<file path="src/rtl/sa_core_reset_seq_if.sv">
// Control/status bundle between the software reset sequencer and its core/synchroniser neighbours.
// master drives the request, drain ack and reset feedback; slave is the sequencer itself.
interface sa_core_reset_seq_if;
    logic sw_rst_req;
    logic quiesce_req;
    logic quiesce_ack;
    logic core_reset_rstn;
    logic synced_rstn_fb;
    logic busy;
    logic done;
    logic drain_tmo;
    logic req_dropped;

    modport master (
        output sw_rst_req, quiesce_ack, synced_rstn_fb,
        input  quiesce_req, core_reset_rstn, busy, done, drain_tmo, req_dropped
    );

    modport slave (
        input  sw_rst_req, quiesce_ack, synced_rstn_fb,
        output quiesce_req, core_reset_rstn, busy, done, drain_tmo, req_dropped
    );
endinterface

</file>
<file path="src/rtl/sa_core_reset_seq.sv">
// Software core-reset sequencer: drain, hold core_reset_rstn low HOLD_CYC cycles, release, await synced feedback.
// Latency: ack already high -> DRAIN 1 cycle after request, HOLD HOLD_CYC cycles; all outputs registered.
// Backpressure: waits on quiesce_ack (bounded by DRAIN_TMO only when SA_RESET_TIMEOUT_EN is defined); busy requests dropped.
module sa_core_reset_seq #(
    parameter int HOLD_CYC  = 16,
    parameter int CNT_W     = 8,
    parameter int DRAIN_TMO = 255
) (
    input  logic                autosa_clk,
    input  logic                dla_reset,
    sa_core_reset_seq_if.slave  ctl
);

    typedef enum logic [2:0] {IDLE, DRAIN, HOLD, RELEASE, DONE} state_t;

    localparam logic [CNT_W-1:0] HOLD_LOAD = CNT_W'(HOLD_CYC - 1);

    if (HOLD_CYC < 8 || HOLD_CYC > 255 || HOLD_CYC > (2 ** CNT_W)) begin : g_bad_hold
        $error("sa_core_reset_seq: HOLD_CYC out of range");
    end
    if (DRAIN_TMO < 1 || DRAIN_TMO > (2 ** CNT_W)) begin : g_bad_tmo
        $error("sa_core_reset_seq: DRAIN_TMO out of range");
    end

    state_t           state, next_state;
    logic [CNT_W-1:0] hold_cnt, hold_cnt_nxt;
    logic             fb_seen_low, fb_seen_low_nxt;
    logic             req_dropped_q, req_dropped_nxt;
    logic             quiesce_req_q, core_reset_rstn_q, busy_q, done_q;

`ifdef SA_RESET_TIMEOUT_EN
    localparam logic [CNT_W-1:0] TMO_LOAD = CNT_W'(DRAIN_TMO - 1);
    logic [CNT_W-1:0] tmo_cnt, tmo_cnt_nxt;
    logic             drain_tmo_q, drain_tmo_nxt;
`endif

    always_comb begin
        next_state      = state;
        hold_cnt_nxt    = hold_cnt;
        fb_seen_low_nxt = fb_seen_low;
        req_dropped_nxt = req_dropped_q;
`ifdef SA_RESET_TIMEOUT_EN
        tmo_cnt_nxt     = tmo_cnt;
        drain_tmo_nxt   = drain_tmo_q;
`endif
        if (ctl.sw_rst_req && state != IDLE) begin
            req_dropped_nxt = 1'b1;
        end

        case (state)
            IDLE: begin
                // quiesce_ack is deliberately not looked at here; it must be seen in DRAIN
                if (ctl.sw_rst_req) begin
                    next_state      = DRAIN;
                    req_dropped_nxt = 1'b0;
`ifdef SA_RESET_TIMEOUT_EN
                    drain_tmo_nxt   = 1'b0;
                    tmo_cnt_nxt     = TMO_LOAD;
`endif
                end
            end
            DRAIN: begin
                if (ctl.quiesce_ack) begin
                    next_state      = HOLD;
                    hold_cnt_nxt    = HOLD_LOAD;
                    fb_seen_low_nxt = 1'b0;
                end
`ifdef SA_RESET_TIMEOUT_EN
                else if (tmo_cnt == '0) begin
                    next_state      = HOLD;
                    hold_cnt_nxt    = HOLD_LOAD;
                    fb_seen_low_nxt = 1'b0;
                    drain_tmo_nxt   = 1'b1;
                end else begin
                    tmo_cnt_nxt = tmo_cnt - CNT_W'(1);
                end
`endif
            end
            HOLD: begin
                if (!ctl.synced_rstn_fb) begin
                    fb_seen_low_nxt = 1'b1;
                end
                if (hold_cnt == '0) begin
                    next_state = RELEASE;
                end else begin
                    hold_cnt_nxt = hold_cnt - CNT_W'(1);
                end
            end
            RELEASE: begin
                // a feedback that never went low is stale and must not end the sequence
                if (fb_seen_low && ctl.synced_rstn_fb) begin
                    next_state = DONE;
                end
            end
            DONE:    next_state = IDLE;
            default: next_state = IDLE;
        endcase
    end

    always_ff @(posedge autosa_clk or posedge dla_reset) begin
        if (dla_reset) begin
            state         <= IDLE;
            hold_cnt      <= '0;
            fb_seen_low   <= 1'b0;
            req_dropped_q <= 1'b0;
        end else begin
            state         <= next_state;
            hold_cnt      <= hold_cnt_nxt;
            fb_seen_low   <= fb_seen_low_nxt;
            req_dropped_q <= req_dropped_nxt;
        end
    end

    // Outputs are registered from next_state so they line up with the state they describe.
    always_ff @(posedge autosa_clk or posedge dla_reset) begin
        if (dla_reset) begin
            quiesce_req_q     <= 1'b0;
            core_reset_rstn_q <= 1'b1;
            busy_q            <= 1'b0;
            done_q            <= 1'b0;
        end else begin
            quiesce_req_q     <= (next_state == DRAIN) || (next_state == HOLD);
            core_reset_rstn_q <= (next_state != HOLD);
            busy_q            <= (next_state != IDLE);
            done_q            <= (next_state == DONE);
        end
    end

`ifdef SA_RESET_TIMEOUT_EN
    always_ff @(posedge autosa_clk or posedge dla_reset) begin
        if (dla_reset) begin
            tmo_cnt     <= '0;
            drain_tmo_q <= 1'b0;
        end else begin
            tmo_cnt     <= tmo_cnt_nxt;
            drain_tmo_q <= drain_tmo_nxt;
        end
    end
    assign ctl.drain_tmo = drain_tmo_q;
`else
    assign ctl.drain_tmo = 1'b0;
`endif

    assign ctl.quiesce_req     = quiesce_req_q;
    assign ctl.core_reset_rstn = core_reset_rstn_q;
    assign ctl.busy            = busy_q;
    assign ctl.done            = done_q;
    assign ctl.req_dropped     = req_dropped_q;

endmodule

</file>
<file path="src/flat_wrapper.sv">
// flat-port wrapper written by rule: the top's interface ports become plain ports
module sa_core_reset_seq_flat 
#(
    parameter int HOLD_CYC  = 16,
    parameter int CNT_W     = 8,
    parameter int DRAIN_TMO = 255
)
  (autosa_clk, dla_reset, ctl_sw_rst_req, ctl_quiesce_ack, ctl_synced_rstn_fb, ctl_quiesce_req, ctl_core_reset_rstn, ctl_busy, ctl_done, ctl_drain_tmo, ctl_req_dropped);
  sa_core_reset_seq_if ctl_i ();
  input  logic autosa_clk;
  input  logic dla_reset;
  input wire logic [$bits(ctl_i.sw_rst_req)-1:0] ctl_sw_rst_req;
  input wire logic [$bits(ctl_i.quiesce_ack)-1:0] ctl_quiesce_ack;
  input wire logic [$bits(ctl_i.synced_rstn_fb)-1:0] ctl_synced_rstn_fb;
  output wire logic [$bits(ctl_i.quiesce_req)-1:0] ctl_quiesce_req;
  output wire logic [$bits(ctl_i.core_reset_rstn)-1:0] ctl_core_reset_rstn;
  output wire logic [$bits(ctl_i.busy)-1:0] ctl_busy;
  output wire logic [$bits(ctl_i.done)-1:0] ctl_done;
  output wire logic [$bits(ctl_i.drain_tmo)-1:0] ctl_drain_tmo;
  output wire logic [$bits(ctl_i.req_dropped)-1:0] ctl_req_dropped;
  assign ctl_i.sw_rst_req = ctl_sw_rst_req;
  assign ctl_i.quiesce_ack = ctl_quiesce_ack;
  assign ctl_i.synced_rstn_fb = ctl_synced_rstn_fb;
  assign ctl_quiesce_req = ctl_i.quiesce_req;
  assign ctl_core_reset_rstn = ctl_i.core_reset_rstn;
  assign ctl_busy = ctl_i.busy;
  assign ctl_done = ctl_i.done;
  assign ctl_drain_tmo = ctl_i.drain_tmo;
  assign ctl_req_dropped = ctl_i.req_dropped;
  sa_core_reset_seq #(.HOLD_CYC(HOLD_CYC), .CNT_W(CNT_W), .DRAIN_TMO(DRAIN_TMO)) u_core (.autosa_clk(autosa_clk), .dla_reset(dla_reset), .ctl(ctl_i));
endmodule
</file>
<file path="config.mk">
export PLATFORM = sky130hd
export DESIGN_NAME = sa_core_reset_seq_flat
export DESIGN_NICKNAME = d
export VERILOG_FILES = /design/src/rtl/sa_core_reset_seq_if.sv /design/src/rtl/sa_core_reset_seq.sv /design/src/flat_wrapper.sv
export SDC_FILE = /design/constraint.sdc
export NUM_CORES = 1
export LEC_CHECK = 0
export CAP_MARGIN = 5
export CORE_ASPECT_RATIO = 1.1
export CORE_MARGIN = 2
export CORE_UTILIZATION = 30
export DETAILED_ROUTE_END_ITERATION = 16
export PLACE_DENSITY = 0.52
export SLEW_MARGIN = 20
export SYNTH_ARGS = -nofsm -noshare
export SYNTH_HDL_FRONTEND = slang
export SYNTH_SLANG_ARGS = --single-unit
export TNS_END_PERCENT = 100
</file>
<file path="constraint.sdc">
create_clock -name autosa_clk -period 3.1 [get_ports autosa_clk]
set_clock_uncertainty 0.15 [all_clocks]
set_input_delay 0.465 -clock autosa_clk [delete_from_list [all_inputs] [get_ports autosa_clk]]
set_output_delay 0.465 -clock autosa_clk [all_outputs]
set_load 0.02 [all_outputs]
</file>
==> impl_metrics.toml, run 1 <==
[grt]
grt_pass1_wl_um = 2850
grtUsageTotal_pct = 12.4
grt_overflow_total = 0
grt_max_degree = 18
grt_pass1_vias = 646
antenna_found_initial = 0

[pwr]
p_per_area_nw_per_um2 = 828
combPwrFrac_pct = 40.5
p_seq_share_pct = 45.3
power.share.clock_pct = 14.1
cellInternalPower_mw = 0.503
p_leak_nw = 0.423
ir_worst_vdd_mv = 0.350
swShare_pct = 40.1
p_switching_mw = 0.336

[die]
core_region_area_um2 = 2750
dieArea_um2 = 3330
die_w_um = 55.2
rows = 20
ios = 11
start_util_pct = 31.4
die_h_um = 60.3

[logic_synthesis]
synthFlopType = "dfrtp_1"
ys_seq_area_share_pct = 49.3
synth_top_area_share_pct = 46.3
synth.distinct_cells = 34
synth_edf_count = 0
netlist_top_cells_area = "dfrtp_1, a21oi_1, o211ai_1, dfstp_2, nand2_1"
yosys.area.top_type = "dfrtp_1"
syn_inst = 86
avgSynthCellArea_um2 = 10.1
syn-num-nets = 93
syn_area_um2 = 865
synth-seq-cells = 17
postSynth.asyncResetShare_pct = 100
yosys_warnings = 0

[route]
drt-total-wl_um = 1740
postRouteAntennaNets = 0
firstDrtPassIters = 4
vias = 683
via_per_inst = 5.25
post_drt_wl_per_cell_um = 13.4
drc_errors = 0
first_iter_violations = 14

[critical_path]
cpPeakStageDelay_ns = 0.47
cp_max_fo = 6
startpoint_type = "register"
required_ns = 3.11
cp_slowest_cell = "or3b_2"
path_cells = "inv_1 -> ha_1 -> or3b_2 -> or3_4 -> nand3_1 -> or3b_1"
worstSetupEndpointType = "register"
worst-setup-path-type = "reg -> reg"
rrSetupSlack_ns = 0.81
arrival_ns = 2.30
cp_top_family = "simple AND/OR/NAND/NOR gates"
cp_num_buf_inv = 1

[place]
io_buffers = 9
dp_hpwl_um = 1230
gp_congestion = 0.770

[sta]
fmax_mhz = 437
finalHoldViolations = 0
min_period_ns = 2.29
whs_ns = 0.363
slew_violations = 0
final.period_utilization_pct = 73.8
fin_tns_setup_ns = 0
setup_viol = 0
timing.slew.headroom_pct = 56.5
rsz0062_at_grt = "false"
tightest_slew_ns = 0.652

[layout]
area_growth_pct = 17.2
layout.nets = 105
layout_common_cells = "dfrtp_1, clkdlybuf4s50_1, nand2_1, a21oi_1, nor2_1"
drive_gt1_share_pct = 12.4
diodes = 0
fillers = 286
final_common_cell = "dfrtp_1"

[cts]
numCtsBuffers = 3
clk_pin_slew_ns = 0.11
h-tree-depth = 1
clk_latency_ns = 0.29
cts_sinks = 17
holdBufCountCts = 0
cts_tree = "yes"
clk_path_buf_depth = 2
post_cts_resized = 0
post-cts-setup-buffers = 0
root_buffer = "clkbuf_4"

[worst_hold_path]
hp-class = "reg -> reg"

[status]
status = "finished clean"

[job]
cap_violations = 0
cells in the mapped netlist, drive strengths merged, types with 4 or more instances:
library cell  count
or4               4
nand2             7
dfrtp            16
inv               5
o211ai            4
nor2              7
a21oi             7
worst paths after layout:
check,startpoint,end,depth (start not counted)
worst max-delay path,u_core.hold_cnt[1]$_DFFE_PP0P_,u_core.hold_cnt[3]$_DFFE_PP0P_,6
worst min-delay path,u_core.fb_seen_low$_DFFE_PP0P_,u_core.fb_seen_low$_DFFE_PP0P_,2
worst max register to register,u_core.hold_cnt[1]$_DFFE_PP0P_,u_core.hold_cnt[3]$_DFFE_PP0P_,6
worst min register to register,u_core.fb_seen_low$_DFFE_PP0P_,u_core.fb_seen_low$_DFFE_PP0P_,2
max in group asynchronous,dla_reset,u_core.state[1]$_DFF_PP0_,2
min in group asynchronous,dla_reset,u_core.ctl.quiesce_req$_DFF_PP0_,2
registers in the layout, indices dropped and copies added, names as in the netlist, named ones only:
name and count:
u_core.ctl.done 1, u_core.state 3, u_core.ctl.quiesce_req 1, u_core.ctl.core_reset_rstn 1, u_core.ctl.busy 1, u_core.fb_seen_low 1
u_core.hold_cnt 8
cell families (layout without fill, tap and decap cells):
family                   count (synthesis)  in the layout  share of synthesized area, %
AO/OA/AOI/OAI                           18             18                          13.7
XOR/XNOR                                 1              1                          1.01
adder cells (fa/ha/maj)                  2              2                          2.89
buffers and inverters                    8             19                          4.20
flip-flops                              17             17                          49.3
multiplexers                             1              1                          1.16
other                                    1              1                         0.434
AND/OR/NAND/NOR                         38             38                          27.2
final cells by class:
| cell class | instances | area [um2] | area share, % |
|---|---|---|---|
| Multi-Input combinational cell | 61 | 402 | 39.6 |
| Tap cell | 33 | 41.3 | 4.07 |
| Timing Repair Buffer | 10 | 97.6 | 9.63 |
| Clock buffer | 3 | 22.5 | 2.22 |
| Sequential cell | 17 | 427 | 42.1 |
| Clock inverter | 1 | 5.00 | 0.494 |
| Inverter | 5 | 18.8 | 1.85 |
metal layers:
metal	vias to the layer above	GRT usage (%)	share of wire [%]
met5	-	0	0
met4	0	8.36	1.7
met3	6	3.00	4.2
met2	21	17.9	46
met1	316	16.3	48
li1	340	-	-
worst min-delay path, cell delays in order, from the launching register on:
cell	delay, ns
dfrtp_1	0.36
nor2_1	0.05
nor2_1	0.07
per-stage QoR:
step | instances | util [%] | setup WS, ns | total power, mW | instance area (um2)
5_1_grt | 130 | 36.8 | 0.719 | 0.924 | 1010
3_5_place_dp | 126 | 35.8 | 0.685 | 0.728 | 986
3_3_place_gp | 126 | 35.8 | 0.719 | 0.725 | 986
2_1_floorplan | 86 | - | 0.971 | 0.609 | 865
6_report | 130 | 36.8 | 0.811 | 0.839 | 1010
4_1_cts | 130 | 36.8 | 0.815 | 0.853 | 1010
power groups by stage:
stage                     combinational, mW  clock (mW)  sequential, mW
after floorplan                       0.217           0           0.392
after global placement                0.342           0           0.383
after global routing                  0.390       0.141           0.393
after CTS                             0.347       0.128           0.378
final                                 0.340       0.119           0.381
after detailed placement              0.345           0           0.383
(Power assumes the default switching activity.)
==> run 2, diff against run 1 <==
Clock period 3.1 ns to 2.2 ns, I/O delays scaled along.
==> run 2 against run 1 <==
Total power increased by 62%. Critical path depth decreased by 2. First-iteration DRC count increased by 71%. Setup slack got worse by 0.71 ns. Non-clock buffer count increased by 17. Wire length increased by 16%.
==> impl_metrics.toml, run 2 (same netlist as run 1, synthesis figures left out) <==
[sta]
slew_violations = 0
final.period_utilization_pct = 95.4
whs_ns = 0.261
setup_viol = 0
tightest_slew_ns = 0.664
fmax_mhz = 476
finalHoldViolations = 0
min_period_ns = 2.10
rsz0062_at_grt = "false"
fin_tns_setup_ns = 0
timing.slew.headroom_pct = 55.7

[layout]
layout.nets = 122
final_common_cell = "buf_4"
layout_common_cells = "buf_4, dfrtp_1, clkdlybuf4s50_1"
diodes = 0
drive_gt1_share_pct = 25.4
reg_top3 = "u_core.hold_cnt (8), u_core.state (3)"
largest_reg_flops = 8
regMostFlops = "u_core.hold_cnt"
fillers = 283
area_growth_pct = 32.1

[status]
status = "finished clean"

[critical_path]
path_cells = "or4_4 -> or3_4 -> nand3_1 -> or3b_1"
worstSetupEndpointType = "register"
rr_startpoint = "u_core.hold_cnt[5]$_DFFE_PP0P_"
required_ns = 2.24
r2r-end = "u_core.hold_cnt[3]$_DFFE_PP0P_"
critical_path_depth = 4
r2r_cells = 4
rrSetupSlack_ns = 0.10
cp_num_buf_inv = 0
arrival_ns = 2.14
cp_slowest_cell = "or4_4"
startpoint = "u_core.hold_cnt[5]$_DFFE_PP0P_"
cpPeakStageDelay_ns = 0.58
startpoint_type = "register"
endpoint = "u_core.hold_cnt[3]$_DFFE_PP0P_"
cp_top_family = "simple AND/OR/NAND/NOR gates"
cp_max_fo = 6
worst-setup-path-type = "reg -> reg"

[grt]
grt_pass1_wl_um = 3250
antenna_found_initial = 0
grt_max_degree = 18
grt_pass1_vias = 722
grtUsageTotal_pct = 14.4
grt_overflow_total = 0

[place]
io_buffers = 9
gp_congestion = 0.819
dp_hpwl_um = 1510

[route]
postRouteAntennaNets = 0
first_iter_violations = 24
post_drt_wl_per_cell_um = 13.7
via_per_inst = 5.10
vias = 750
firstDrtPassIters = 3
drt-total-wl_um = 2020
drc_errors = 0

[worst_hold_path]
hp-class = "in -> async"

[pwr]
ir_worst_vdd_mv = 0.594
p_per_area_nw_per_um2 = 1190
p_leak_nw = 0.504

[die]
dieArea_um2 = 3330
ios = 11
core_region_area_um2 = 2750
die_h_um = 60.3
start_util_pct = 31.4
die_w_um = 55.2
rows = 20

[cts]
clk_pin_slew_ns = 0.11
root_buffer = "clkbuf_4"
clk_latency_ns = 0.30
cts_sinks = 17
h-tree-depth = 1
cts_tree = "yes"
clk_path_buf_depth = 2
numCtsBuffers = 3

[job]
cap_violations = 0
run 2: how the worst min path moves through the flow:
stage	from	endpoint	slack, ns	depth (start not counted)
final	dla_reset	u_core.ctl.quiesce_req$_DFF_PP0_	0.26	2
after global routing	dla_reset	u_core.state[2]$_DFF_PP0_	0.35	2
after CTS	dla_reset	u_core.ctl.busy$_DFF_PP0_	0.29	2
after detailed placement	u_core.fb_seen_low$_DFFE_PP0P_	u_core.fb_seen_low$_DFFE_PP0P_	0.34	2
after global placement	u_core.fb_seen_low$_DFFE_PP0P_	u_core.fb_seen_low$_DFFE_PP0P_	0.34	2
after floorplan	dla_reset	async pin	0.11	1
run 2: repair_timing:
item | 4_1_cts | 5_1_grt
resized for setup | 0 | 2
hold buffers | 0 | 0
setup endpoints to repair | 0 | 1
setup buffers | 0 | 1
run 2: metrics by stage:
stage	cells	setup slack, ns	util (%)	total power [mW]	instance area (um2)
global route	147	0.0244	41.5	1.47	1140
global placement	142	0.0304	40.2	1.17	1110
CTS	146	0.0279	41.1	1.36	1130
floorplan	86	0.0706	-	0.858	865
detailed placement	142	0.0104	40.2	1.18	1110
finish	147	0.100	41.5	1.36	1140
run 2: per-layer routing:
layer,share of wire (%),track usage [%],vias up
met2,49,25.5,14
li1,-,-,371
met3,3.9,3.25,5
met5,0,0,-
met1,46,16.1,360
met4,1.7,6.27,0
run 2: layout make-up:
cell class                 instances  area, um2  share of cell area (%)
sequential                        17        427                    37.3
multi-input combinational         61        404                    35.4
timing repair buffer              27        225                    19.7
tap                               33       41.3                    3.61
clock buffer                       4       26.3                    2.30
inverter                           5       18.8                    1.64
run 2: report_power, final:
part,leakage (nW),internal (mW),switching (mW)
clock,0.0150,0.0707,0.114
combinational,0.284,0.345,0.361
sequential,0.205,0.424,0.0479
run 2: worst register-to-register path: cells and delay by family, from the launching register on:
kind,cells,cell delay (ns)
and+or+nand+nor,4,1.41
DFF,1,0.43
